## config.mk

```make
export PLATFORM = sky130hd
export DESIGN_NAME = axi_lite_timer_flat
export DESIGN_NICKNAME = d
export VERILOG_FILES = /design/src/rtl/axi_lite_timer_if.sv /design/src/rtl/axi_lite_timer.sv /design/src/flat_wrapper.sv
export SDC_FILE = /design/constraint.sdc
export NUM_CORES = 1
export LEC_CHECK = 0
export ABC_AREA = 1
export CAP_MARGIN = 20
export CORE_MARGIN = 2
export CORE_UTILIZATION = 51
export DETAILED_ROUTE_END_ITERATION = 6
export HOLD_SLACK_MARGIN = 0.08
export PLACE_DENSITY = 0.81
export RECOVER_POWER = 25
export SYNTH_ARGS = -nofsm -noshare
export SYNTH_HDL_FRONTEND = slang
export SYNTH_SLANG_ARGS = --single-unit
```

## constraint.sdc

```tcl
create_clock -name clk -period 2.2 [get_ports clk]
set_input_delay 0.55 -clock clk [delete_from_list [all_inputs] [get_ports clk]]
set_output_delay 0.55 -clock clk [all_outputs]
set_load 0.1 [all_outputs]
```

## src/rtl/axi_lite_timer_if.sv

```systemverilog
// AXI4-Lite slave-port bundle for the timer peripheral.
// The slave modport is the timer side and the master modport is the interconnect or bench side.
interface axi_lite_timer_if;
    logic [31:0] s_awaddr;
    logic [2:0]  s_awprot;
    logic        s_awvalid;
    logic        s_awready;
    logic [31:0] s_wdata;
    logic [3:0]  s_wstrb;
    logic        s_wvalid;
    logic        s_wready;
    logic [1:0]  s_bresp;
    logic        s_bvalid;
    logic        s_bready;
    logic [31:0] s_araddr;
    logic [2:0]  s_arprot;
    logic        s_arvalid;
    logic        s_arready;
    logic [31:0] s_rdata;
    logic [1:0]  s_rresp;
    logic        s_rvalid;
    logic        s_rready;

    modport slave (
        input  s_awaddr, s_awprot, s_awvalid,
        output s_awready,
        input  s_wdata, s_wstrb, s_wvalid,
        output s_wready,
        output s_bresp, s_bvalid,
        input  s_bready,
        input  s_araddr, s_arprot, s_arvalid,
        output s_arready,
        output s_rdata, s_rresp, s_rvalid,
        input  s_rready
    );

    modport master (
        output s_awaddr, s_awprot, s_awvalid,
        input  s_awready,
        output s_wdata, s_wstrb, s_wvalid,
        input  s_wready,
        input  s_bresp, s_bvalid,
        output s_bready,
        output s_araddr, s_arprot, s_arvalid,
        input  s_arready,
        input  s_rdata, s_rresp, s_rvalid,
        output s_rready
    );
endinterface

```

## src/rtl/axi_lite_timer.sv

```systemverilog
// AXI4-Lite timer/compare peripheral: a prescaled free-running counter, a compare match flag,
// optional auto-reload, and a level interrupt.
module axi_lite_timer #(
    parameter int unsigned PRESCALE  = 16,
    parameter logic [31:0] CMP_RESET = 32'hFFFF_FFFF
) (
    input  logic              clk,
    input  logic              rst_n,
    axi_lite_timer_if.slave   bus,
    output logic              irq,
    output logic              wr_state_dbg,
    output logic              rd_state_dbg
);
    // Handshake rule: a transfer occurs on a clock edge where valid and ready are both high.
    // The slave holds bvalid and rvalid, together with rdata, until the matching ready is seen.

    localparam int PW = (PRESCALE > 1) ? $clog2(PRESCALE) : 1;

    typedef enum logic {W_IDLE, W_RESP} w_state_t;
    typedef enum logic {R_IDLE, R_DATA} r_state_t;

    w_state_t w_state, w_next;
    r_state_t r_state, r_next;

    logic          live;
    logic          awready, wready, bvalid, wr_fire;
    logic          arready, rvalid, ar_fire;
    logic [31:0]   rdata_q, rd_value;
    logic [2:0]    ctrl;
    logic [31:0]   count, cmp;
    logic          match;
    logic [PW-1:0] presc;
    logic          tick;
    logic [1:0]    waddr, raddr;
    logic [31:0]   wr_old, wr_merged;
    logic          unused_bits;

    function automatic logic [31:0] merge_bytes(input logic [31:0] old, input logic [31:0] din,
                                                input logic [3:0] strb);
        logic [31:0] r;
        r = old;
        for (int i = 0; i < 4; i++) begin
            if (strb[i]) r[i*8 +: 8] = din[i*8 +: 8];
        end
        return r;
    endfunction

    assign waddr = bus.s_awaddr[3:2];
    assign raddr = bus.s_araddr[3:2];
    assign unused_bits = ^{bus.s_awaddr[31:4], bus.s_awaddr[1:0], bus.s_araddr[31:4],
                           bus.s_araddr[1:0], bus.s_awprot, bus.s_arprot};

    // Keeps every ready low while reset is asserted, even if a master holds its valids high.
    always_ff @(posedge clk or negedge rst_n) begin
        if (!rst_n) live <= 1'b0;
        else        live <= 1'b1;
    end

    always_ff @(posedge clk or negedge rst_n) begin
        if (!rst_n) w_state <= W_IDLE;
        else        w_state <= w_next;
    end

    always_comb begin
        w_next  = w_state;
        awready = 1'b0;
        wready  = 1'b0;
        bvalid  = 1'b0;
        wr_fire = 1'b0;
        case (w_state)
            W_IDLE: begin
                if (live && bus.s_awvalid && bus.s_wvalid) begin
                    awready = 1'b1;
                    wready  = 1'b1;
                    wr_fire = 1'b1;
                    w_next  = W_RESP;
                end
            end
            W_RESP: begin
                bvalid = 1'b1;
                if (bus.s_bready) w_next = W_IDLE;
            end
            default: w_next = W_IDLE;
        endcase
    end

    always_ff @(posedge clk or negedge rst_n) begin
        if (!rst_n) r_state <= R_IDLE;
        else        r_state <= r_next;
    end

    always_comb begin
        r_next  = r_state;
        arready = 1'b0;
        rvalid  = 1'b0;
        ar_fire = 1'b0;
        case (r_state)
            R_IDLE: begin
                arready = live;
                if (live && bus.s_arvalid) begin
                    ar_fire = 1'b1;
                    r_next  = R_DATA;
                end
            end
            R_DATA: begin
                rvalid = 1'b1;
                if (bus.s_rready) r_next = R_IDLE;
            end
            default: r_next = R_IDLE;
        endcase
    end

    always_comb begin
        rd_value = 32'h0;
        case (raddr)
            2'd0: rd_value = {29'h0, ctrl};
            2'd1: rd_value = count;
            2'd2: rd_value = cmp;
            2'd3: rd_value = {31'h0, match};
            default: rd_value = 32'h0;
        endcase
    end

    // Sampling at the accept edge returns pre-write state when a write lands on the same edge.
    always_ff @(posedge clk or negedge rst_n) begin
        if (!rst_n)       rdata_q <= 32'h0;
        else if (ar_fire) rdata_q <= rd_value;
    end

    always_comb begin
        wr_old = 32'h0;
        case (waddr)
            2'd0: wr_old = {29'h0, ctrl};
            2'd1: wr_old = count;
            2'd2: wr_old = cmp;
            2'd3: wr_old = {31'h0, match};
            default: wr_old = 32'h0;
        endcase
        wr_merged = merge_bytes(wr_old, bus.s_wdata, bus.s_wstrb);
    end

    always_ff @(posedge clk or negedge rst_n) begin
        if (!rst_n) begin
            presc <= '0;
        end else if (!ctrl[0]) begin
            presc <= '0;
        end else if (presc == PW'(PRESCALE - 1)) begin
            presc <= '0;
        end else begin
            presc <= presc + 1'b1;
        end
    end

    assign tick = ctrl[0] && (presc == PW'(PRESCALE - 1));

    always_ff @(posedge clk or negedge rst_n) begin
        if (!rst_n) begin
            ctrl <= 3'b000;
            cmp  <= CMP_RESET;
        end else if (wr_fire) begin
            if (waddr == 2'd0) ctrl <= wr_merged[2:0];
            if (waddr == 2'd2) cmp  <= wr_merged;
        end
    end

    // A software write to COUNT takes priority over the tick update on the same edge.
    always_ff @(posedge clk or negedge rst_n) begin
        if (!rst_n) begin
            count <= 32'h0;
        end else if (wr_fire && (waddr == 2'd1)) begin
            count <= wr_merged;
        end else if (tick) begin
            if ((count == cmp) && ctrl[2]) count <= 32'h0;
            else                           count <= count + 32'd1;
        end
    end

    // Setting the flag wins over a same-edge write-1-to-clear, so no match is lost.
    always_ff @(posedge clk or negedge rst_n) begin
        if (!rst_n) begin
            match <= 1'b0;
        end else if (tick && (count == cmp)) begin
            match <= 1'b1;
        end else if (wr_fire && (waddr == 2'd3) && bus.s_wstrb[0] && bus.s_wdata[0]) begin
            match <= 1'b0;
        end
    end

    assign irq           = match & ctrl[1];
    assign bus.s_awready = awready;
    assign bus.s_wready  = wready;
    assign bus.s_bvalid  = bvalid;
    assign bus.s_bresp   = 2'b00;
    assign bus.s_arready = arready;
    assign bus.s_rvalid  = rvalid;
    assign bus.s_rdata   = rdata_q;
    assign bus.s_rresp   = 2'b00;
    assign wr_state_dbg  = (w_state == W_RESP);
    assign rd_state_dbg  = (r_state == R_DATA);
endmodule

```

## src/flat_wrapper.sv

```systemverilog
// flat-port wrapper written by rule: the top's interface ports become plain ports
module axi_lite_timer_flat 
#(
    parameter int unsigned PRESCALE  = 16,
    parameter logic [31:0] CMP_RESET = 32'hFFFF_FFFF
)
  (clk, rst_n, irq, wr_state_dbg, rd_state_dbg, bus_s_awaddr, bus_s_awprot, bus_s_awvalid, bus_s_awready, bus_s_wdata, bus_s_wstrb, bus_s_wvalid, bus_s_wready, bus_s_bresp, bus_s_bvalid, bus_s_bready, bus_s_araddr, bus_s_arprot, bus_s_arvalid, bus_s_arready, bus_s_rdata, bus_s_rresp, bus_s_rvalid, bus_s_rready);
  axi_lite_timer_if bus_i ();
  input  logic clk;
  input  logic rst_n;
  output logic irq;
  output logic wr_state_dbg;
  output logic rd_state_dbg;
  input wire logic [$bits(bus_i.s_awaddr)-1:0] bus_s_awaddr;
  input wire logic [$bits(bus_i.s_awprot)-1:0] bus_s_awprot;
  input wire logic [$bits(bus_i.s_awvalid)-1:0] bus_s_awvalid;
  output wire logic [$bits(bus_i.s_awready)-1:0] bus_s_awready;
  input wire logic [$bits(bus_i.s_wdata)-1:0] bus_s_wdata;
  input wire logic [$bits(bus_i.s_wstrb)-1:0] bus_s_wstrb;
  input wire logic [$bits(bus_i.s_wvalid)-1:0] bus_s_wvalid;
  output wire logic [$bits(bus_i.s_wready)-1:0] bus_s_wready;
  output wire logic [$bits(bus_i.s_bresp)-1:0] bus_s_bresp;
  output wire logic [$bits(bus_i.s_bvalid)-1:0] bus_s_bvalid;
  input wire logic [$bits(bus_i.s_bready)-1:0] bus_s_bready;
  input wire logic [$bits(bus_i.s_araddr)-1:0] bus_s_araddr;
  input wire logic [$bits(bus_i.s_arprot)-1:0] bus_s_arprot;
  input wire logic [$bits(bus_i.s_arvalid)-1:0] bus_s_arvalid;
  output wire logic [$bits(bus_i.s_arready)-1:0] bus_s_arready;
  output wire logic [$bits(bus_i.s_rdata)-1:0] bus_s_rdata;
  output wire logic [$bits(bus_i.s_rresp)-1:0] bus_s_rresp;
  output wire logic [$bits(bus_i.s_rvalid)-1:0] bus_s_rvalid;
  input wire logic [$bits(bus_i.s_rready)-1:0] bus_s_rready;
  assign bus_i.s_awaddr = bus_s_awaddr;
  assign bus_i.s_awprot = bus_s_awprot;
  assign bus_i.s_awvalid = bus_s_awvalid;
  assign bus_s_awready = bus_i.s_awready;
  assign bus_i.s_wdata = bus_s_wdata;
  assign bus_i.s_wstrb = bus_s_wstrb;
  assign bus_i.s_wvalid = bus_s_wvalid;
  assign bus_s_wready = bus_i.s_wready;
  assign bus_s_bresp = bus_i.s_bresp;
  assign bus_s_bvalid = bus_i.s_bvalid;
  assign bus_i.s_bready = bus_s_bready;
  assign bus_i.s_araddr = bus_s_araddr;
  assign bus_i.s_arprot = bus_s_arprot;
  assign bus_i.s_arvalid = bus_s_arvalid;
  assign bus_s_arready = bus_i.s_arready;
  assign bus_s_rdata = bus_i.s_rdata;
  assign bus_s_rresp = bus_i.s_rresp;
  assign bus_s_rvalid = bus_i.s_rvalid;
  assign bus_i.s_rready = bus_s_rready;
  axi_lite_timer #(.PRESCALE(PRESCALE), .CMP_RESET(CMP_RESET)) u_core (.clk(clk), .rst_n(rst_n), .bus(bus_i), .irq(irq), .wr_state_dbg(wr_state_dbg), .rd_state_dbg(rd_state_dbg));
endmodule
```

# Yosys cells after proc, flatten, opt, wreduce, memory -nomap -nowiden
# Cells that the tools add are included.
# W data, S select, Z words.
dict set report classes {
  n_reduce_logical 16
  eq_ne 8
  add_sub_neg 2
  n_mux 24
  n_bitwise 3
}
# op count
set op_table {}
lappend op_table {{$pmux W32 S4} 2}
lappend op_table {{$mux W32} 3}
lappend op_table {{$add A32 B1 Y32 const B} 1}
lappend op_table {{$eq A32 B32 Y1} 1}
lappend op_table {{$mux W8} 4}
lappend op_table {{$mux W1} 11}
lappend op_table {{$logic_and A1 B1 Y1} 10}
lappend op_table {{$eq A2 B2 Y1 const B} 4}
lappend op_table {{$mux W4} 2}
lappend op_table {{$add A4 B1 Y4 const B} 1}
lappend op_table {{$eq A2 B1 Y1 const B} 2}
lappend op_table {{$eq A4 B4 Y1 const B} 1}
lappend op_table {{$logic_not A2 Y1} 2}
lappend op_table {{$pmux W1 S2} 2}
lappend op_table {{$reduce_and A2 Y1} 2}
lappend op_table {{$reduce_bool A2 Y1} 2}
lappend op_table {{$not A1 Y1} 2}
lappend op_table {{$and A1 B1 Y1} 1}
dict set report word_totals {
  in_bits 113
  ff_bits 107
  out_inout_bits 44
  word_cells 62
}

# Logic depth before layout (Yosys ltp)
# Gate-level depths: netlist (run 1).
dict set report depth {
  word_depth 9
  depth_mapped 11
  mapped_depth_nobuf 11
}

# Least setup slack after synthesis (run 1)
# Ideal clock, no wire load.
dict set report synth_timing {
  kind {reg2reg}
  startpoint {register u_core.r_state, in the netlist u_core.rd_state_dbg}
  endpoint {register u_core.rdata_q[21], in the netlist u_core.bus.s_rdata[21]}
  stages_incl_launch_ff 8
  t_required_ns 2.132
  setup_time_ns 0.068
  path_buffers 2
  period_less_slack_ns 3.352
  arrival_time_ns 3.285
  slack_ns -1.152
  cell_sequence {dfrtp_1 -> nor2_1 -> nand2_1 -> inv_1 -> buf_2 -> buf_2 -> nand2_1 -> nand2_1}
}
dict set report synth_between {
  elab_chain_cells 1
}
# element line_no
set synth_lines {}
lappend synth_lines {{start: declaration} axi_lite_timer.sv:23} ;# r_state_t r_state, r_next;
lappend synth_lines {{start signal: assignment} axi_lite_timer.sv:89} ;# else r_state <= r_next;
lappend synth_lines {{$mux W1} axi_lite_timer.sv:97} ;# case (r_state)
lappend synth_lines {{end signal: assignment} axi_lite_timer.sv:127} ;# else if (ar_fire) rdata_q <= rd_value;
lappend synth_lines {{end: declaration} axi_lite_timer.sv:28} ;# logic [31:0] rdata_q, rd_value;
# Every way passes these cells.
# A chain may end at the register's enable or synchronous reset.

# Worst setup path after layout (run 1)
dict set report layout_timing {
  startpoint {input bus_s_wvalid}
  endpoint {output bus_s_awready}
}
dict set report layout_between {
  elab_chain_cells 3
}
# element line_no
set layout_lines {}
lappend layout_lines {{start: declaration} flat_wrapper.sv:20} ;# input wire logic [$bits(bus_i.s_wvalid)-1:0] bus_s_wvalid;
lappend layout_lines {{$logic_and A1 B1 Y1} axi_lite_timer.sv:72} ;# if (live && bus.s_awvalid && bus.s_wvalid) begin
lappend layout_lines {{$mux W1} axi_lite_timer.sv:72}
lappend layout_lines {{$mux W1} axi_lite_timer.sv:70} ;# case (w_state)
lappend layout_lines {{end: declaration} flat_wrapper.sv:17} ;# output wire logic [$bits(bus_i.s_awready)-1:0] bus_s_awready;
# Every way passes these cells.

==> results of run 1 <==
[cells by family after synthesis]
kind of cell,count (synthesis)
xor gates and xnor gates,41
DFF,107
buffers and inverters,186
and+or+nand+nor,443
AOI/OAI and AO/OA,178
adders and majority gates,2
other,2
[through the flow]
| stage | instance area, um2 | power, uW | util, % | setup TNS (ps) | setup WS, ps |
|---|---|---|---|---|---|
| final | 8340 | 9690 | 63.2 | 0 | 76.9 |
| after detailed placement | 8040 | 7830 | 61.0 | -532 | -92.5 |
| after global placement | 8040 | 7710 | 61.0 | -38.3 | -18.1 |
| after CTS | 8370 | 9660 | 63.4 | 0 | 64.8 |
| after global routing | 8340 | 10300 | 63.2 | 0 | 9.72 |
| after floorplan | 6920 | 6630 | - | -113 | -113 |
[final timing paths]
| path | start | end | slack (ps) | cells past startpoint |
|---|---|---|---|---|
| worst max-delay path | bus_s_wvalid | bus_s_awready | 80 | 5 |
| worst min-delay path | rst_n | u_core.bus.s_rdata[4] | 110 | 1 |
| worst max register to register | u_core.cmp[13] | u_core.count[7] | 220 | 9 |
| worst min register to register | u_core.presc[0] | u_core.presc[0] | 470 | 1 |
| max in group asynchronous | rst_n | u_core.count[13] | 720 | 2 |
| min in group clk | u_core.presc[0] | u_core.presc[0] | 470 | 1 |
[sequential cells by signal, indices dropped and copies added (netlist names)]
name and count:
u_core.live 1, u_core.bus.s_rdata 32, u_core.cmp 32, u_core.wr_state_dbg 1, u_core.presc 4, u_core.rd_state_dbg 1, u_core.match 1, u_core.ctrl 3
u_core.count 32
[per-layer routing]
| metal | global-route usage (%) | vias up |
|---|---|---|
| met1 | 38.6 | 3140 |
| met5 | 0 | - |
| li1 | - | 3291 |
| met3 | 3.85 | 38 |
| met4 | 8.68 | 0 |
| met2 | 46.6 | 256 |
[cells in the mapped netlist (11+ instances only)]
cell	instances
o22ai_1	41
nor3_1	11
o21ai_0	60
inv_1	118
o21ai_1	13
o21a_1	21
dfrtp_1	75
clkbuf_1	20
nand2_1	310
nand3_1	20
xor2_1	21
o221ai_1	32
xnor2_1	20
inv_2	12
nand4_1	35
dfstp_2	32
buf_2	16
nor2_1	48
[power breakdown]
group | total [uW] | switching [uW] | leakage (uW) | internal, uW
logic | 4440 | 3040 | 0.00242 | 1400
registers | 3430 | 703 | 0.00129 | 2730
clock network | 1820 | 809 | 0.000156 | 1010
[final cells by class]
class | instances | share of cell area, %
Multi-Input combinational cell | 669 | 40.9
Clock buffer | 9 | 2.70
Inverter | 135 | 6.12
Sequential cell | 107 | 32.7
Tap cell | 176 | 2.64
Timing Repair Buffer | 120 | 13.7
Clock inverter | 7 | 1.19
==> results.tsv, run 1 <==
metric	value	unit
vias in the first global route	6500	
top_reg_cell synth	dfrtp_1	
startpoint class of the critical path	input pin	
status	finished, final reports clean	
Placed Instances	1207	
Synth Area in Adders	0.364	%
WL/cell	16.1	um
input/output buffers	86	
CP max stage cell	clkdlybuf4s50_1	
post-synthesis xor/xnor area fraction	5.22	%
CTS Root Buffer Type	clkbuf_16	
DR top layer	met4	
Post-synth ARST share	100	%
Lkg Pwr	0.00387	uW
Synth warnings	0	
Antenna Diode Count	0	
Layout Cells excl Fill	1223	
Hold WS	111	ps
max-cap viol count	0	
wire length of the first global-routing pass	32600	um
Max Slew Vio Count	0	
H-Tree Depth	3	
GR Util All Layers	28.2	%
largest area contributor in the netlist	dfrtp_1	
FILL cells	1209	
Antenna Nets Post-Route	0	
Skew-Pair Late Insertion Delay	360	ps
Routed met3 length	1250	um
final hold violations	0	
Hold Path Class	input pin to asynchronous set/reset pin	
sequential share of the synthesized area	39.5	%
multi-input combinational cell area	3410	um2
Clock Sinks	107	
most frequent cells in the layout	nand2_1 (310), inv_1 (116), dfrtp_1 (73)	
CTS tree	built	
min Tclk post-route	2120	ps
power per cell area	1160	nW/um2
area grow syn2layout	21.2	%
post_cts resized	0	
Worst slew margin	29.2	%
Vias	6725	
clk slew on worst S/H paths	80	ps
GRT Residual Overflow	0	
Req. time, crit path	1650	ps
Cells after Synth	959	
f_max	471	MHz
Synth area leaders	dfrtp_1 (27%), nand2_1 (17%), dfstp_2 (12%)	
crit path cell chain	clkdlybuf4s50_1, nand4_1, buf_4, clkinvlp_4, buf_12	
post-synthesis mux area share	0	%
Simple-Gate Fraction of Synth Area	27.4	%
DIE AREA	14400	um2
CP delay by family, top	buffers and inverters	
final setup fails	0	
Yosys reg bits	107	
Register Area	2720	um2
GPL Wtd Cong	1.02	
initial drt markers	532	
Post-CTS Hold Buffers	0	
final period utilization	96.5	%
Netlist cell types	36	
share of cells above drive strength 1	15.0	%
CP Class	input pin to primary output	
setup bufs post-CTS	0	
met2 wire len	9470	um
Setup Skew	11.2	ps
Initial Util	52.2	%
Compound-Gate Fraction of Synth Area	16.3	%
CP Data Arrival Time	1570	ps
RSZ-0062 raised after global routing	false	
clock tree buffer depth	2	
top-area cell type share of the netlist area	27.3	%
M1 WL	8560	um
largest family of logic cells by synthesized area	simple AND/OR/NAND/NOR gates	
FP Rows	42	
initial antenna violation count	0	
Synth Area per Inst	7.17	um2
dpl hpwl	14000	um
clock buffer count from CTS	9	
Remaining DRCs	0	
Cell Area, Synth	6880	um2
Peak VDD IR	594	uV
most common cell after layout, fill and taps aside	nand2_1	
total wire length	19600	um
core box area	13200	um2
I/O Pins	157	
worst stage delay on the critical path	450	ps
critical path peak fanout	4	
number of buffer and inverter stages on the critical path	4	
chip width	120	um
Post-synth EDFFs	0	
slew at the pin closest to its max-slew limit	1060	ps
Detailed Routing Iterations Pass 1	6	
nets	1157	
pin count of the biggest net entering global routing	45	
Die Y	120	um
post-DR vias/cell	5.50	
CP Capture Type	primary output	
Note: power is estimated with default switching activity, not from simulation.
==> run 2, diff against run 1 <==
--- a/config.mk
+++ b/config.mk
@@ -8,10 +8,10 @@
 export ABC_AREA = 1
 export CAP_MARGIN = 20
 export CORE_MARGIN = 2
-export CORE_UTILIZATION = 51
+export CORE_UTILIZATION = 50
 export DETAILED_ROUTE_END_ITERATION = 6
 export HOLD_SLACK_MARGIN = 0.08
-export PLACE_DENSITY = 0.81
+export PLACE_DENSITY = 0.8
 export RECOVER_POWER = 25
 export SYNTH_ARGS = -nofsm -noshare
 export SYNTH_HDL_FRONTEND = slang
==> run 2 against run 1 <==
Effect of this change:
- combinational power barely moved
- clock skew fell by 2.8 ps
- sequential share of layout area fell by 0.13 points
- non-clock buffer count rose by 3
- critical endpoint is now bus_s_wready
- largest cell class unchanged
- highest routed layer unchanged
==> results.tsv, run 2 (synthesis gave the netlist of run 1 again) <==
metric	value	unit
status	finished, final reports clean	
Worst slew margin	30.9	%
Lkg Pwr	0.00390	uW
FP Rows	42	
Die Y	121	um
Setup Skew	8.40	ps
total wire length	19300	um
initial drt markers	578	
DIE AREA	14700	um2
clk slew on worst S/H paths	70	ps
nets	1160	
pin count of the biggest net entering global routing	45	
CTS Root Buffer Type	clkbuf_16	
Peak VDD IR	460	uV
Crit Reg-Reg Startpoint	u_core.cmp[13]	
dpl hpwl	13800	um
input/output buffers	86	
setup TNS	0	ps
Req. time, crit path	1650	ps
slew at the pin closest to its max-slew limit	1040	ps
clock tree buffer depth	2	
H-Tree Depth	3	
min Tclk post-route	2070	ps
startpoint class of the critical path	flip-flop	
Post-CTS Hold Buffers	0	
post-DR vias/cell	5.50	
final setup fails	0	
Detailed Routing Iterations Pass 1	6	
CP Capture Type	primary output	
chip width	121	um
FF-to-FF path depth	9	
Remaining DRCs	0	
FILL cells	1211	
Max Slew Vio Count	0	
wire length of the first global-routing pass	31900	um
I/O Pins	157	
critical path peak fanout	3	
Hold WS	103	ps
initial antenna violation count	0	
Antenna Nets Post-Route	0	
GRT Residual Overflow	0	
core box area	13300	um2
f_max	483	MHz
most frequent cells in the layout	nand2_1 (310), inv_1 (116), dfrtp_1 (73)	
Clock Sinks	107	
GR Util All Layers	27.5	%
power per cell area	1130	nW/um2
final hold violations	0	
max-cap viol count	0	
RSZ-0062 raised after global routing	false	
most common cell after layout, fill and taps aside	nand2_1	
clock buffer count from CTS	9	
Hold Path Class	input pin to asynchronous set/reset pin	
area grow syn2layout	21.7	%
reg-to-reg endpoint	u_core.count[21]	
Antenna Diode Count	0	
CTS tree	built	
vias in the first global route	6552	
Skew-Pair Late Insertion Delay	360	ps
final period utilization	94.2	%
Initial Util	51.5	%
CP Data Arrival Time	1520	ps
CP Class	flip-flop to primary output	
reg2reg setup slack	290	ps
Vias	6747	
GPL Wtd Cong	1.02	
share of cells above drive strength 1	15.2	%
WL/cell	15.8	um
run 2: area by class of cell:
| class | instances | area [um2] | share of cell area, % |
|---|---|---|---|
| multi-input combinational | 669 | 3410 | 40.8 |
| sequential | 107 | 2720 | 32.5 |
| timing repair buffer | 123 | 1220 | 14.6 |
| inverter | 135 | 510 | 6.10 |
| clock buffer | 10 | 239 | 2.86 |
| tap | 176 | 220 | 2.63 |
| clock inverter | 6 | 41.3 | 0.493 |
run 2: what timing repair did:
item / CTS / global route
resized for setup: 0 / 2
setup endpoints to repair: 2 / 2
setup buffers: 1 / 1
pin swaps: 1 / 1
cloned: 0 / 0
run 2: per-stage QoR:
step | worst slack (ps) | std cells | instance area (um2) | util [%] | power [uW]
after CTS | 44.0 | 1225 | 8390 | 62.8 | 9430
after floorplan | -113 | 962 | 6920 | - | 6630
after detailed placement | -72.5 | 1208 | 8100 | 60.7 | 7840
after global placement | -48.7 | 1208 | 8100 | 60.7 | 7730
final | 128 | 1226 | 8370 | 62.7 | 9420
after global routing | 60.7 | 1226 | 8370 | 62.7 | 10000
run 2: worst max path at each step:
stage	depth (start not counted)	startpoint	slack, ps	to
floorplan	4	u_core.wr_state_dbg	-110	bus_s_wready
global placement	5	bus_s_wvalid	-50	bus_s_awready
detailed placement	9	bus_s_awaddr[2]	-70	u_core.count[13]
CTS	5	bus_s_awvalid	40	bus_s_wready
global route	5	u_core.wr_state_dbg	60	bus_s_wready
finish	5	u_core.wr_state_dbg	130	bus_s_wready
run 2: critical path, cell delays in order, from the launching register on:
cell,delay [ps]
dfrtp_4,480
inv_2,60
nand4_1,130
buf_4,190
clkinvlp_4,110
buf_12,180
run 2: per-layer routing:
metal	wire, um	global-route usage, %	vias up
met4	402	10.9	0
met2	9040	44.6	250
li1	-	-	3292
met5	0	0	-
met3	1240	3.85	28
met1	8650	37.1	3177
run 2: report_power, final:
part           total, uW  switching [uW]  internal, uW
logic               4440            3020          1410
registers           3420             691          2730
clock network       1560             767           797
total               9420            4480          4940
==> run 3, diff against run 2 <==
--- a/config.mk
+++ b/config.mk
@@ -5,13 +5,12 @@
 export SDC_FILE = /design/constraint.sdc
 export NUM_CORES = 1
 export LEC_CHECK = 0
-export ABC_AREA = 1
 export CAP_MARGIN = 20
 export CORE_MARGIN = 2
-export CORE_UTILIZATION = 50
+export CORE_UTILIZATION = 45
 export DETAILED_ROUTE_END_ITERATION = 6
 export HOLD_SLACK_MARGIN = 0.08
-export PLACE_DENSITY = 0.8
+export PLACE_DENSITY = 0.77
 export RECOVER_POWER = 25
 export SYNTH_ARGS = -nofsm -noshare
 export SYNTH_HDL_FRONTEND = slang
==> constraint.sdc (replaced) <==
create_clock -name clk -period 1.67 [get_ports clk]
set_input_delay 0.4175 -clock clk [delete_from_list [all_inputs] [get_ports clk]]
set_output_delay 0.4175 -clock clk [all_outputs]
set_load 0.1 [all_outputs]
==> run 3 against run 2 <==
Effect of this change:
- the run now ends with design-rule violations, negative setup slack left
- hold slack better by 430 ps
- die area is 0.68% higher
- register-to-register slack worse by 750 ps
- core utilization is 5.0 points higher
- clock-buffer cell count is 2 higher
- sequential power is 10% higher
- clock skew is 1.6 ps higher
- critical path type is now flip-flop to flip-flop
==> results.tsv, run 3 <==
metric	value	unit
Req. time, crit path	1890	ps
f_max	469	MHz
chip width	122	um
max-cap viol count	0	
Post-synth EDFFs	0	
final hold violations	0	
share of cells above drive strength 1	33.4	%
Setup Skew	10.0	ps
CTS tree	built	
initial drt markers	726	
clk slew on worst S/H paths	70	ps
CP Class	flip-flop to flip-flop	
Peak VDD IR	487	uV
DIE AREA	14800	um2
RSZ-0062 raised after global routing	true	
total wire length	20600	um
CP max stage cell	dfstp_2	
GPL Wtd Cong	0.910	
pin count of the biggest net entering global routing	64	
area grow syn2layout	49.0	%
FP Rows	43	
vias in the first global route	6578	
Lkg Pwr	0.00391	uW
CP delay by family, top	simple AND/OR/NAND/NOR gates	
Post-synth ARST share	100	%
placed inst area	8700	um2
Initial Util	45.4	%
Vias	6502	
Skew-Pair Late Insertion Delay	350	ps
Worst slew margin	43.9	%
largest area contributor in the netlist	dfrtp_1	
Post-synth top cells	nand2_1 (181), o21ai_0 (83), dfrtp_1 (75)	
slew at the pin closest to its max-slew limit	842	ps
Remaining DRCs	3	
Yosys reg bits	107	
Netlist cell types	45	
Cells after Synth	728	
top-area cell type share of the netlist area	30.1	%
Clock Sinks	107	
Cell Area, Synth	6230	um2
nets	1031	
wire length of the first global-routing pass	33100	um
CP Capture Type	flip-flop	
Hold Path Class	flip-flop to flip-flop	
sequential share of the synthesized area	43.6	%
post-route cell area	9290	um2
FILL cells	977	
Final Total Pwr	10700	uW
final period utilization	128	%
most frequent cell after synthesis	nand2_1	
H-Tree Depth	3	
final setup fails	36	
Die Y	122	um
initial antenna violation count	0	
min Tclk post-route	2130	ps
reg2reg setup slack	-460	ps
Synth warnings	0	
CP Data Arrival Time	2350	ps
input/output buffers	86	
final setup margin	-460	ps
GR Util All Layers	28.5	%
crit path cell chain	xnor2_2, nand4_1, nor4_4, nand3_2, a311oi_1, a21oi_1	
I/O Pins	157	
clock tree buffer depth	2	
Synth area leaders	dfrtp_1 (30%), dfstp_2 (13%), nand2_1 (11%)	
dpl hpwl	13700	um
CTS Root Buffer Type	clkbuf_16	
GRT Residual Overflow	0	
Detailed Routing Iterations Pass 1	7	
most frequent cells in the layout	nand2_1 (178), buf_4 (138), dfrtp_1 (71)	
top_reg_cell synth	dfrtp_1	
Antenna Nets Post-Route	0	
power per cell area	1150	nW/um2
number of buffer and inverter stages on the critical path	0	
post-DR vias/cell	5.91	
Max Slew Vio Count	0	
most common cell after layout, fill and taps aside	nand2_1	
worst stage delay on the critical path	560	ps
Antenna Diode Count	0	
failing checks	design-rule violations, negative setup slack	
status	finished, violations left	
clock buffer count from CTS	9	
startpoint class of the critical path	flip-flop	
critical path peak fanout	4	
Synth Area per Inst	8.56	um2
core box area	13700	um2
WL/cell	18.7	um
[run 3: worst paths after layout]
path,startpoint,end,cells after the start
setup reg to reg,u_core.cmp[22],u_core.count[31],6
setup / recovery,u_core.cmp[22],u_core.count[31],6
hold reg to reg,u_core.presc[0],u_core.presc[0],2
max in group asynchronous,rst_n,u_core.count[14],3
hold / removal,u_core.presc[0],u_core.presc[0],2
min in group asynchronous,rst_n,u_core.ctrl[1],3
[run 3: routing by layer]
layer | share of wire (%) | GRT usage, %
met1 | 38 | 35.6
met4 | 4.1 | 13.1
met5 | 0 | 0
met3 | 10 | 7.07
met2 | 47 | 46.8
[run 3: worst register-to-register path, stage by stage (launching register included)]
cell and delay [ps]:
dfstp_2 560, xnor2_2 140, nand4_1 200, nor4_4 410, nand3_2 210, a311oi_1 360, a21oi_1 120
[run 3: kinds of logic (layout without fill, tap and decap cells)]
logic type	count (synthesis)	count (layout)	synth area share, %
AO/OA/AOI/OAI	196	196	19.6
flip-flops	107	107	43.6
buffers and inverters	80	270	6.06
AND/OR/NAND/NOR	276	276	20.3
multiplexers	15	15	2.93
other	2	5	0.120
adder cells (fa/ha/maj)	2	2	0.401
XOR/XNOR	50	50	7.02
[run 3: repair_timing]
item                                    4_1_cts  5_1_grt
pin swaps                                    20        7
gates cloned                                  1        0
endpoints found under the hold margin        38        0
hold buffers                                  1        0
endpoints found under the setup margin       70       62
resized for setup                            52       16
setup buffers                                 6        3
[run 3: area by class of cell]
cell class | instances | area, um2 | area share [%]
clock buffer | 12 | 246 | 2.65
clock inverter | 4 | 51.3 | 0.552
inverter | 10 | 41.3 | 0.444
multi-input combinational | 544 | 3420 | 36.8
sequential | 107 | 2730 | 29.4
tap | 180 | 225 | 2.42
timing repair buffer | 244 | 2580 | 27.8
[run 3: power breakdown]
group,switching [uW],internal (uW)
Combinational,2690,2080
Clock,962,1210
Sequential,547,3220
Total,4200,6510
[run 3: metrics by stage]
step	setup slack [ps]	cells	TNS (ps)	util, %	hold WS (ps)
floorplan	-654	731	-38540	-	122
finish	-460	1101	-13540	67.7	536
global route	-460	1101	-14500	67.7	577
CTS	-329	1099	-10120	67.2	536
global placement	-509	1077	-32860	63.4	434
detailed placement	-544	1077	-37110	63.4	436
